[src/rtl/spike_threshold_detector.sv]
`default_nettype none
// ============================================================================
// spike_threshold_detector: per-channel edge-triggered threshold detector with
// refractory period, feeding a first-word-fall-through spike event FIFO.
// Revision: 1.0
// ============================================================================
module spike_threshold_detector #(
  parameter int CHANNELS     = 5,
  parameter int CHANNELS_PW2 = 7,
  parameter int FIFO_DEPTH   = 8,
  parameter int FIFO_PW2     = 3
) (
  input  logic                    clk,
  input  logic                    reset,
  input  logic [15:0]             chan_in_sample,
  input  logic [CHANNELS_PW2-1:0] chan_in_num,
  input  logic                    chan_in_valid,
  output logic                    chan_in_read,
  input  logic [15:0]             threshold,
  input  logic                    polarity,
  input  logic [11:0]             refractory,
  input  logic [CHANNELS-1:0]     chan_enable,
  output logic [CHANNELS_PW2-1:0] event_chan_num,
  output logic [15:0]             event_sample,
  output logic                    event_valid,
  input  logic                    event_read,
  output logic                    overflow,
  input  logic                    overflow_clear
);

  localparam int                    EVT_W      = CHANNELS_PW2 + 16;
  localparam logic [CHANNELS_PW2-1:0] C_NUM_CH = CHANNELS_PW2'(CHANNELS);
  localparam logic [FIFO_PW2:0]     C_FULL     = (FIFO_PW2 + 1)'(FIFO_DEPTH);

  // Stage 1: capture the accepted sample and its in-zone result
  logic                    chan_in_read_q;
  logic                    s1_valid_q;
  logic [CHANNELS_PW2-1:0] s1_chan_q;
  logic [15:0]             s1_sample_q;
  logic                    s1_zone_q;
  logic                    w_accept;
  logic                    w_in_zone;

  assign w_accept     = chan_in_valid && chan_in_read_q;
  assign chan_in_read = chan_in_read_q;

  always_comb begin
    w_in_zone = 1'b0;
    if (polarity) begin
      w_in_zone = $signed(chan_in_sample) >= $signed(threshold);
    end else begin
      w_in_zone = $signed(chan_in_sample) <= $signed(threshold);
    end
  end

  always_ff @(posedge clk) begin
    if (!reset) begin
      chan_in_read_q <= 1'b0;
      s1_valid_q     <= 1'b0;
      s1_chan_q      <= '0;
      s1_sample_q    <= '0;
      s1_zone_q      <= 1'b0;
    end else begin
      chan_in_read_q <= 1'b1;
      s1_valid_q     <= w_accept && (chan_in_num < C_NUM_CH);
      if (w_accept) begin
        s1_chan_q   <= chan_in_num;
        s1_sample_q <= chan_in_sample;
        s1_zone_q   <= w_in_zone;
      end
    end
  end

  // Stage 2: per-channel state is read and written on the same edge, so a
  // following sample of the same channel always sees the updated values.
  logic [CHANNELS-1:0] w_fire;

  for (genvar g = 0; g < CHANNELS; g++) begin : g_ch
    logic        zone_flag_q;
    logic [11:0] refr_cnt_q;
    logic        w_sel;

    assign w_sel     = s1_valid_q && (s1_chan_q == CHANNELS_PW2'(g));
    assign w_fire[g] = w_sel && s1_zone_q && !zone_flag_q &&
                       (refr_cnt_q == 12'd0) && chan_enable[g];

    always_ff @(posedge clk) begin
      if (!reset) begin
        zone_flag_q <= 1'b1;
        refr_cnt_q  <= 12'd0;
      end else if (w_sel) begin
        zone_flag_q <= s1_zone_q;
        if (w_fire[g]) begin
          refr_cnt_q <= refractory;
        end else if (refr_cnt_q != 12'd0) begin
          refr_cnt_q <= refr_cnt_q - 12'd1;
        end
      end
    end
  end

  // Event FIFO
  logic [EVT_W-1:0]    fifo_mem_q [FIFO_DEPTH];
  logic [FIFO_PW2-1:0] rd_ptr_q;
  logic [FIFO_PW2-1:0] wr_ptr_q;
  logic [FIFO_PW2:0]   count_q;
  logic [FIFO_PW2:0]   count_d;
  logic                overflow_q;
  logic                overflow_d;
  logic                w_push;
  logic                w_pop;
  logic                w_wr;
  logic                w_full;

  assign w_push      = |w_fire;
  assign w_full      = (count_q == C_FULL);
  assign event_valid = (count_q != '0);
  assign w_pop       = event_valid && event_read;
  assign w_wr        = w_push && (!w_full || w_pop);
  assign overflow    = overflow_q;

  always_comb begin
    count_d    = count_q;
    overflow_d = (overflow_q && !overflow_clear) || (w_push && !w_wr);
    case ({w_wr, w_pop})
      2'b10:   count_d = count_q + 1'b1;
      2'b01:   count_d = count_q - 1'b1;
      default: count_d = count_q;
    endcase
  end

  always_ff @(posedge clk) begin
    if (!reset) begin
      rd_ptr_q   <= '0;
      wr_ptr_q   <= '0;
      count_q    <= '0;
      overflow_q <= 1'b0;
    end else begin
      count_q    <= count_d;
      overflow_q <= overflow_d;
      if (w_wr) begin
        wr_ptr_q <= wr_ptr_q + 1'b1;
      end
      if (w_pop) begin
        rd_ptr_q <= rd_ptr_q + 1'b1;
      end
    end
  end

  // Storage needs no reset: the head is only exposed while the FIFO is non-empty.
  always_ff @(posedge clk) begin
    if (w_wr) begin
      fifo_mem_q[wr_ptr_q] <= {s1_chan_q, s1_sample_q};
    end
  end

  always_comb begin
    event_chan_num = '0;
    event_sample   = '0;
    if (event_valid) begin
      {event_chan_num, event_sample} = fifo_mem_q[rd_ptr_q];
    end
  end

endmodule
`default_nettype wire

[config.mk]
export PLATFORM = sky130hd
export DESIGN_NAME = spike_threshold_detector
export DESIGN_NICKNAME = d
export VERILOG_FILES = /design/src/rtl/spike_threshold_detector.sv
export SDC_FILE = /design/constraint.sdc
export NUM_CORES = 1
export LEC_CHECK = 0
export BUFFER_PORTS_ARGS = -buffer_cell sky130_fd_sc_hd__clkbuf_2
export CAP_MARGIN = 20
export CORE_MARGIN = 5
export CORE_UTILIZATION = 25
export CTS_BUF_LIST = sky130_fd_sc_hd__clkbuf_8
export CTS_CLUSTER_DIAMETER = 40
export DETAILED_ROUTE_END_ITERATION = 12
export SYNTH_ARGS = -nofsm -noshare
export SYNTH_HDL_FRONTEND = slang
export SYNTH_SLANG_ARGS = --single-unit
export TNS_END_PERCENT = 1
[constraint.sdc]
create_clock -name clk -period 10 [get_ports clk]
set_input_delay 0.5 -clock clk [delete_from_list [all_inputs] [get_ports clk]]
set_output_delay 0.5 -clock clk [all_outputs]
set_load 0.005 [all_outputs]
==> results of run 1 <==
## synth_stat cells (4+ instances only)
cell	n
or4_1	9
a31oi_1	6
and3_1	4
nand4_1	5
a32oi_1	5
nand3_1	14
ha_1	30
a22oi_1	4
nand4b_1	4
edfxtp_1	184
dfxtp_1	105
nor4_1	15
nand2_1	111
nor2_1	90
mux4_2	46
nand3b_1	6
xor2_1	17
or3_1	8
nor3_1	24
buf_1	8
xnor2_1	17
a21o_1	4
inv_1	38
nor2b_1	7
a21oi_1	107
mux2i_1	32
nand2b_1	10
a221oi_1	6
clkbuf_1	33
o21ai_0	25
## per-stage QoR
| stage | cells | power, mW |
|---|---|---|
| detailed placement | 1742 | 1.598 |
| global placement | 1741 | 1.595 |
| global route | 1832 | 2.672 |
| floorplan | 1010 | 1.485 |
| CTS | 1832 | 2.588 |
| finish | 1832 | 2.552 |
## worst min-delay path, stage by stage
cell	delay, ns
clkbuf_2	0.09
nand2_1	0.05
a21oi_1	0.05
## cell type report
class / instances / area (µm²) / area share (%)
Timing Repair Buffer: 103 / 563.0 / 3.818
Clock buffer: 49 / 674.4 / 4.573
Multi-Input combinational cell: 640 / 4661 / 31.61
Sequential cell: 289 / 7630 / 51.74
Inverter: 38 / 142.6 / 0.9673
Clock inverter: 41 / 235.2 / 1.595
Tap cell: 672 / 840.8 / 5.702
## state kept, by name, indices dropped and copies added, names as in the netlist, 3 cells and up, named ones only
name              count
g_ch.refr_cnt_q      60
g_ch.zone_flag_q      5
s1_chan_q             7
count_q               4
fifo_mem_q          184
rd_ptr_q              3
s1_sample_q          16
wr_ptr_q              3
## worst min path at each step
stage,start,to,slack [ns],cells past startpoint
floorplan,g_ch[0].zone_flag_q,g_ch[0].zone_flag_q,0.44,2
global placement,g_ch[3].zone_flag_q,g_ch[3].zone_flag_q,0.45,2
detailed placement,g_ch[0].zone_flag_q,g_ch[0].zone_flag_q,0.46,2
CTS,chan_in_sample[8],s1_sample_q[8],0.12,3
global route,chan_in_sample[10],s1_sample_q[10],0.13,3
finish,chan_in_sample[10],s1_sample_q[10],0.16,3
## where the power goes
part	internal, mW	total, mW	switching, mW	leakage, nW
Sequential	1.27	1.29	0.0169	2.43
Combinational	0.120	0.270	0.150	2.04
Clock	0.513	0.990	0.476	0.543
## layer usage
layer / part of all wire (%) / routed length (µm) / track usage [%] / vias up
li1: - / - / - / 3982
met1: 44 / 13770 / 15.36 / 4162
met2: 48 / 14980 / 18.54 / 259
met3: 6.2 / 1949 / 2.288 / 51
met4: 2.0 / 631 / 3.046 / 0
met5: 0 / 0 / 0 / -
## cell families (layout without fill, tap and decap cells)
| kind of cell | Yosys count | in the layout | share of synthesized area [%] |
|---|---|---|---|
| adders and majority gates | 31 | 31 | 3.150 |
| AOI/OAI and AO/OA | 166 | 166 | 7.426 |
| buffers and inverters | 81 | 231 | 2.442 |
| and+or+nand+nor | 330 | 330 | 12.94 |
| DFF | 289 | 289 | 60.76 |
| xor gates and xnor gates | 34 | 34 | 2.372 |
| muxes | 79 | 79 | 10.91 |
==> flow_metrics.py, run 1 <==
metrics = {
    "timing": {
        "holdWs_ns": 0.1600,
        "fin_crit_sh_pct": 41.46,
        "rsz0062_at_grt": "false",
        "worstMarginPinSlew_ns": 1.102,
        "max_slew_margin_pct": 26.38,
        "skew_ns": 0.01907,
        "setup_tns_ns": 0,
        "min_period_ns": 4.146,
        "setup_ws_ns": 5.854,
        "finalMaxSlewViolations": 0,
        "max_freq_mhz": 241.2,
        "setup_viol": 0,
        "final_hold_viol_count": 0,
    },
    "clock_tree": {
        "cts_setup_buffers": 0,
        "cts_resized": 0,
        "clock_latency_ns": 0.59,
        "clock_sinks": 289,
        "h-tree-depth": 2,
        "cts_buffer_depth": 3,
        "cts_root_buffer": "clkbuf_8",
        "cts_hold_buffers": 0,
        "numCtsBuffers": 48,
        "clk_pin_slew_ns": 0.06,
        "cts_tree": "done",
    },
    "grt": {
        "grt_max_degree": 56,
        "grtUsageTotal_pct": 11.32,
        "antenna_found_initial": 0,
        "grt_pass1_vias": 8541,
        "grt_pass1_wl_um": 48790,
        "gr-total-overflow": 0,
    },
    "pwr": {
        "power.leakage_nw": 5.009,
        "powerDensity_nw_per_um2": 173.1,
        "vdd_drop_max_v": 0.0001105,
    },
    "setup_path": {
        "cpPeakStageDelay_ns": 0.91,
        "critPathRequiredTime_ns": 10.27,
        "worstPathMaxFanout": 15,
        "crit_path_start": "g_ch[2].refr_cnt_q[0]",
        "worst_r2r_path_depth": 9,
        "critical_path_cell_count": 9,
        "endpoint": "fifo_mem_q[2][0]",
        "cp-start-kind": "flop",
        "end_kind": "flop",
        "path_cells": "inv_1 > ha_1 > nor4b_1 > and3_1 > and2_0 > and2b_1 > o21bai_2 > nor3_2 > buf_4",
        "r2r_setup_slack_ns": 5.85,
        "rr_endpoint": "fifo_mem_q[2][0]",
        "crit_family": "simple AND/OR/NAND/NOR gates",
        "critical_path_class": "reg2reg",
        "r2r-start": "g_ch[2].refr_cnt_q[0]",
        "slowest_stage": "nor3_2",
        "cp_num_buf_inv": 2,
        "cp.arrival_ns": 4.41,
    },
    "synthesis": {
        "synthDistinctLibCells": 56,
        "synthArstFlopShare_pct": 0,
        "syn_avg_cell_area_um2": 12.43,
        "synth.area.top_cells": "edfxtp_1 44%, dfxtp_1 17%, mux4_2 8.3%, a21oi_1 4.3%, nand2_1 3.3%",
        "syn_inst": 1010,
        "syn_nets": 1103,
        "ys_seq_elements": 289,
        "netlist_area_um2": 12550,
        "ys_warn_count": 0,
        "synth-edff-count": 184,
        "synth_top_area_share_pct": 44.01,
        "ys.flop_type": "edfxtp_1",
        "synth_top_area_cell": "edfxtp_1",
        "seq_area_frac_synth_pct": 60.76,
    },
    "layout": {
        "diodes": 0,
        "drive_above_1_share_pct": 20.26,
        "area_delta_synth_final_pct": 17.47,
        "final_cell_area_um2": 14750,
        "final_util_pct": 29.51,
        "nFillCells": 5050,
        "mostFrequentLayoutCell": "edfxtp_1",
        "nNetsFinal": 1213,
        "final_cell_mix": "184 x edfxtp_1, 111 x nand2_1, 107 x a21oi_1",
    },
    "drt": {
        "drcViolationCount": 0,
        "viasPerCell": 4.615,
        "finalWirelength_um": 31330,
        "dr.pass1.iters": 5,
        "dr_total_vias": 8454,
        "drt_iter0_markers": 539,
        "wl_per_cell_um": 17.10,
        "detail-route-antenna-nets": 0,
    },
    "die": {
        "die-area_um2": 54790,
        "chipHeight_um": 234.1,
        "initial_core_util_pct": 25.12,
        "placement_rows": 82,
        "core_area_um2": 49970,
        "die_w_um": 234.1,
        "num_io_pins": 88,
    },
    "placement": {
        "portBuffers": 87,
        "place_area_um2": 13840,
        "place.gp.congestion": 0.8261,
        "place_hpwl_um": 20800,
        "pre_cts_slack_ns": 5.870,
    },
    "hold_path": {
        "hold_path.class": "in2reg",
    },
    "job": {
        "max_cap_viol_count": 0,
    },
    "run_status": {
        "outcome": "finished, final reports clean",
    },
}
Note: power is estimated with default switching activity, not from simulation.
==> run 2, diff against run 1 <==
Clock period 10 ns to 4.04 ns, I/O delays scaled along.
==> run 2 against run 1 <==
Effect of this change:
- clock power rose to 2.5 times the previous value
- first-iteration DRC count grew 18%
- count of clock-buffer cells in the layout increased by 5
- sequential power increased to 2.5 times the previous value
- hold slack lost 0.13 ns
- critical path depth up 3
- combinational power rose to 2.5 times the previous value
- sequential cell count did not move
- critical path type unchanged
- register-to-register slack got worse by 5.2 ns
- global-route usage about the same
- via count increased by 1.8%
- non-clock buffer count increased by 38
==> flow_metrics.py, run 2 (synthesis results as in run 1) <==
metrics = {
    "timing": {
        "setup_tns_ns": 0,
        "max_freq_mhz": 297.1,
        "fin_crit_sh_pct": 83.31,
        "holdWs_ns": 0.02750,
        "skew_ns": 0.02720,
        "worstMarginPinSlew_ns": 0.9058,
        "finalMaxSlewViolations": 0,
        "setup_viol": 0,
        "max_slew_margin_pct": 39.53,
        "rsz0062_at_grt": "false",
        "min_period_ns": 3.366,
        "final_hold_viol_count": 0,
    },
    "hold_path": {
        "hp-start": "polarity",
        "hold_path.class": "in2reg",
        "min_to": "s1_zone_q",
        "hold_depth": 3,
    },
    "layout": {
        "area_delta_synth_final_pct": 21.11,
        "final_cell_mix": "184 x edfxtp_1, 111 x nand2_1, 107 x a21oi_1",
        "mostFrequentLayoutCell": "edfxtp_1",
        "largest_register_ffs": 184,
        "final_cell_area_um2": 15200,
        "largestRegisters": "fifo_mem_q: 184 flops, g_ch.refr_cnt_q: 60 flops, s1_sample_q: 16 flops",
        "stdcell_count": 1873,
        "nNetsFinal": 1253,
        "drive_above_1_share_pct": 21.17,
        "regMostFlops": "fifo_mem_q",
    },
    "grt": {
        "gr-total-overflow": 0,
        "grt_max_degree": 37,
        "grtUsageTotal_pct": 11.35,
        "grt_pass1_vias": 8728,
        "antenna_found_initial": 1,
        "grt_pass1_wl_um": 49110,
    },
    "setup_path": {
        "rr_endpoint": "count_q[3]",
        "crit_family": "simple AND/OR/NAND/NOR gates",
        "cp.arrival_ns": 3.87,
        "critical_path_class": "reg2reg",
        "slowest_stage": "or4_1",
        "cp_num_buf_inv": 1,
        "crit_path_start": "g_ch[4].refr_cnt_q[11]",
        "cp-start-kind": "flop",
        "r2r_setup_slack_ns": 0.67,
        "critPathRequiredTime_ns": 4.55,
        "r2r-start": "g_ch[4].refr_cnt_q[11]",
        "worstPathMaxFanout": 5,
        "worst_r2r_path_depth": 12,
        "critical_path_cell_count": 12,
        "path_cells": "or4_1 > or4_1 > nor3_4 > nor4_2 > nand2_1 > inv_1 > ha_1 > a21o_1 > a21oi_1 > nor4_1 > a21oi_1 > mux2i_1",
        "cpPeakStageDelay_ns": 0.63,
        "end_kind": "flop",
    },
    "drt": {
        "drcViolationCount": 0,
        "route.met2.wl_um": 14860,
        "wl_per_cell_um": 16.79,
        "drt_iter0_markers": 638,
        "dr_total_vias": 8606,
        "drt-met1-wl_um": 14160,
        "top_layer_used": "met4",
        "detail-route-antenna-nets": 0,
        "finalWirelength_um": 31450,
        "dr.pass1.iters": 5,
        "route.met3.wl_um": 1814,
        "viasPerCell": 4.595,
    },
    "pwr": {
        "powerDensity_nw_per_um2": 422.6,
        "power.leakage_nw": 5.219,
        "p_total_mw": 6.424,
        "vdd_drop_max_v": 0.0002446,
    },
    "run_status": {
        "outcome": "finished, final reports clean",
    },
    "clock_tree": {
        "clk_pin_slew_ns": 0.06,
        "h-tree-depth": 2,
        "clock_latency_ns": 0.58,
        "cts_resized": 0,
        "cts_tree": "done",
        "cts_root_buffer": "clkbuf_8",
        "clock_sinks": 289,
        "cts_buffer_depth": 3,
        "numCtsBuffers": 50,
    },
    "die": {
        "die-area_um2": 54790,
        "placement_rows": 82,
        "num_io_pins": 88,
        "chipHeight_um": 234.1,
        "initial_core_util_pct": 25.12,
        "core_area_um2": 49970,
        "die_w_um": 234.1,
    },
    "placement": {
        "portBuffers": 87,
        "placed_cells": 1748,
        "place_area_um2": 13900,
        "place_hpwl_um": 21390,
        "place.gp.congestion": 0.8121,
    },
    "job": {
        "max_cap_viol_count": 0,
    },
}
[run 2: cell count changes in the layout (fill, tap and decap cells not counted), moves of 2 or more]
cell	change
dlygate4sd3_1	+31
inv_1	-7
buf_4	+6
clkinv_2	+6
clkbuf_8	+5
clkinv_1	-3
clkinv_8	+2
inv_8	-2
[run 2: layout make-up]
cell class / count / area [µm²]
Tap cell: 672 / 840.8
Clock inverter: 38 / 224.0
Inverter: 38 / 142.6
Clock buffer: 54 / 743.2
Multi-Input combinational cell: 640 / 4669
Fill cell: 5107 / 34760
Antenna cell: 1 / 2.502
Sequential cell: 289 / 7630
Timing Repair Buffer: 141 / 950.9
[run 2: worst reg2reg max path: cells and delay by family, from the launching register on]
kind	cells	cell delay, ns
buffers and inverters	1	0.09
DFF	1	0.31
adders and majority gates	1	0.28
and+or+nand+nor	6	1.89
muxes	1	0.20
AOI/OAI and AO/OA	3	0.55
[run 2: power by group]
group / total, mW / switching [mW] / internal [mW]
logic: 0.681 / 0.356 / 0.325
registers: 3.23 / 0.0731 / 3.16
clock network: 2.51 / 1.20 / 1.32
total: 6.42 / 1.63 / 4.80
[run 2: timing repair]
| item | 4_1_cts | 5_1_grt |
|---|---|---|
| hold endpoints to repair | 42 | 0 |
| setup buffers | 0 | 0 |
| setup endpoints to repair | 0 | 0 |
| hold buffers | 31 | 0 |
[run 2: through the flow]
step                      setup WS (ns)  utilization [%]
final                            0.6744            30.43
after global routing             0.4572            30.42
after CTS                        0.6758            30.37
after detailed placement         0.6766            27.81
after global placement           0.7432            27.81
after floorplan                 0.01200                -
[run 2: metal layers]
| metal | vias up | GRT usage (%) |
|---|---|---|
| met1 | 4264 | 15.24 |
| met2 | 238 | 18.79 |
| met4 | 0 | 3.028 |
| li1 | 4053 | - |
| met5 | - | 0 |
| met3 | 51 | 2.325 |
[run 2: how the worst max path moves through the flow]
stage                                  end  slack (ns)
after CTS                       count_q[3]        0.68
final                           count_q[3]        0.67
after detailed placement        count_q[3]        0.68
after global placement          count_q[3]        0.74
after global routing            count_q[3]        0.46
after floorplan           fifo_mem_q[1][0]        0.01
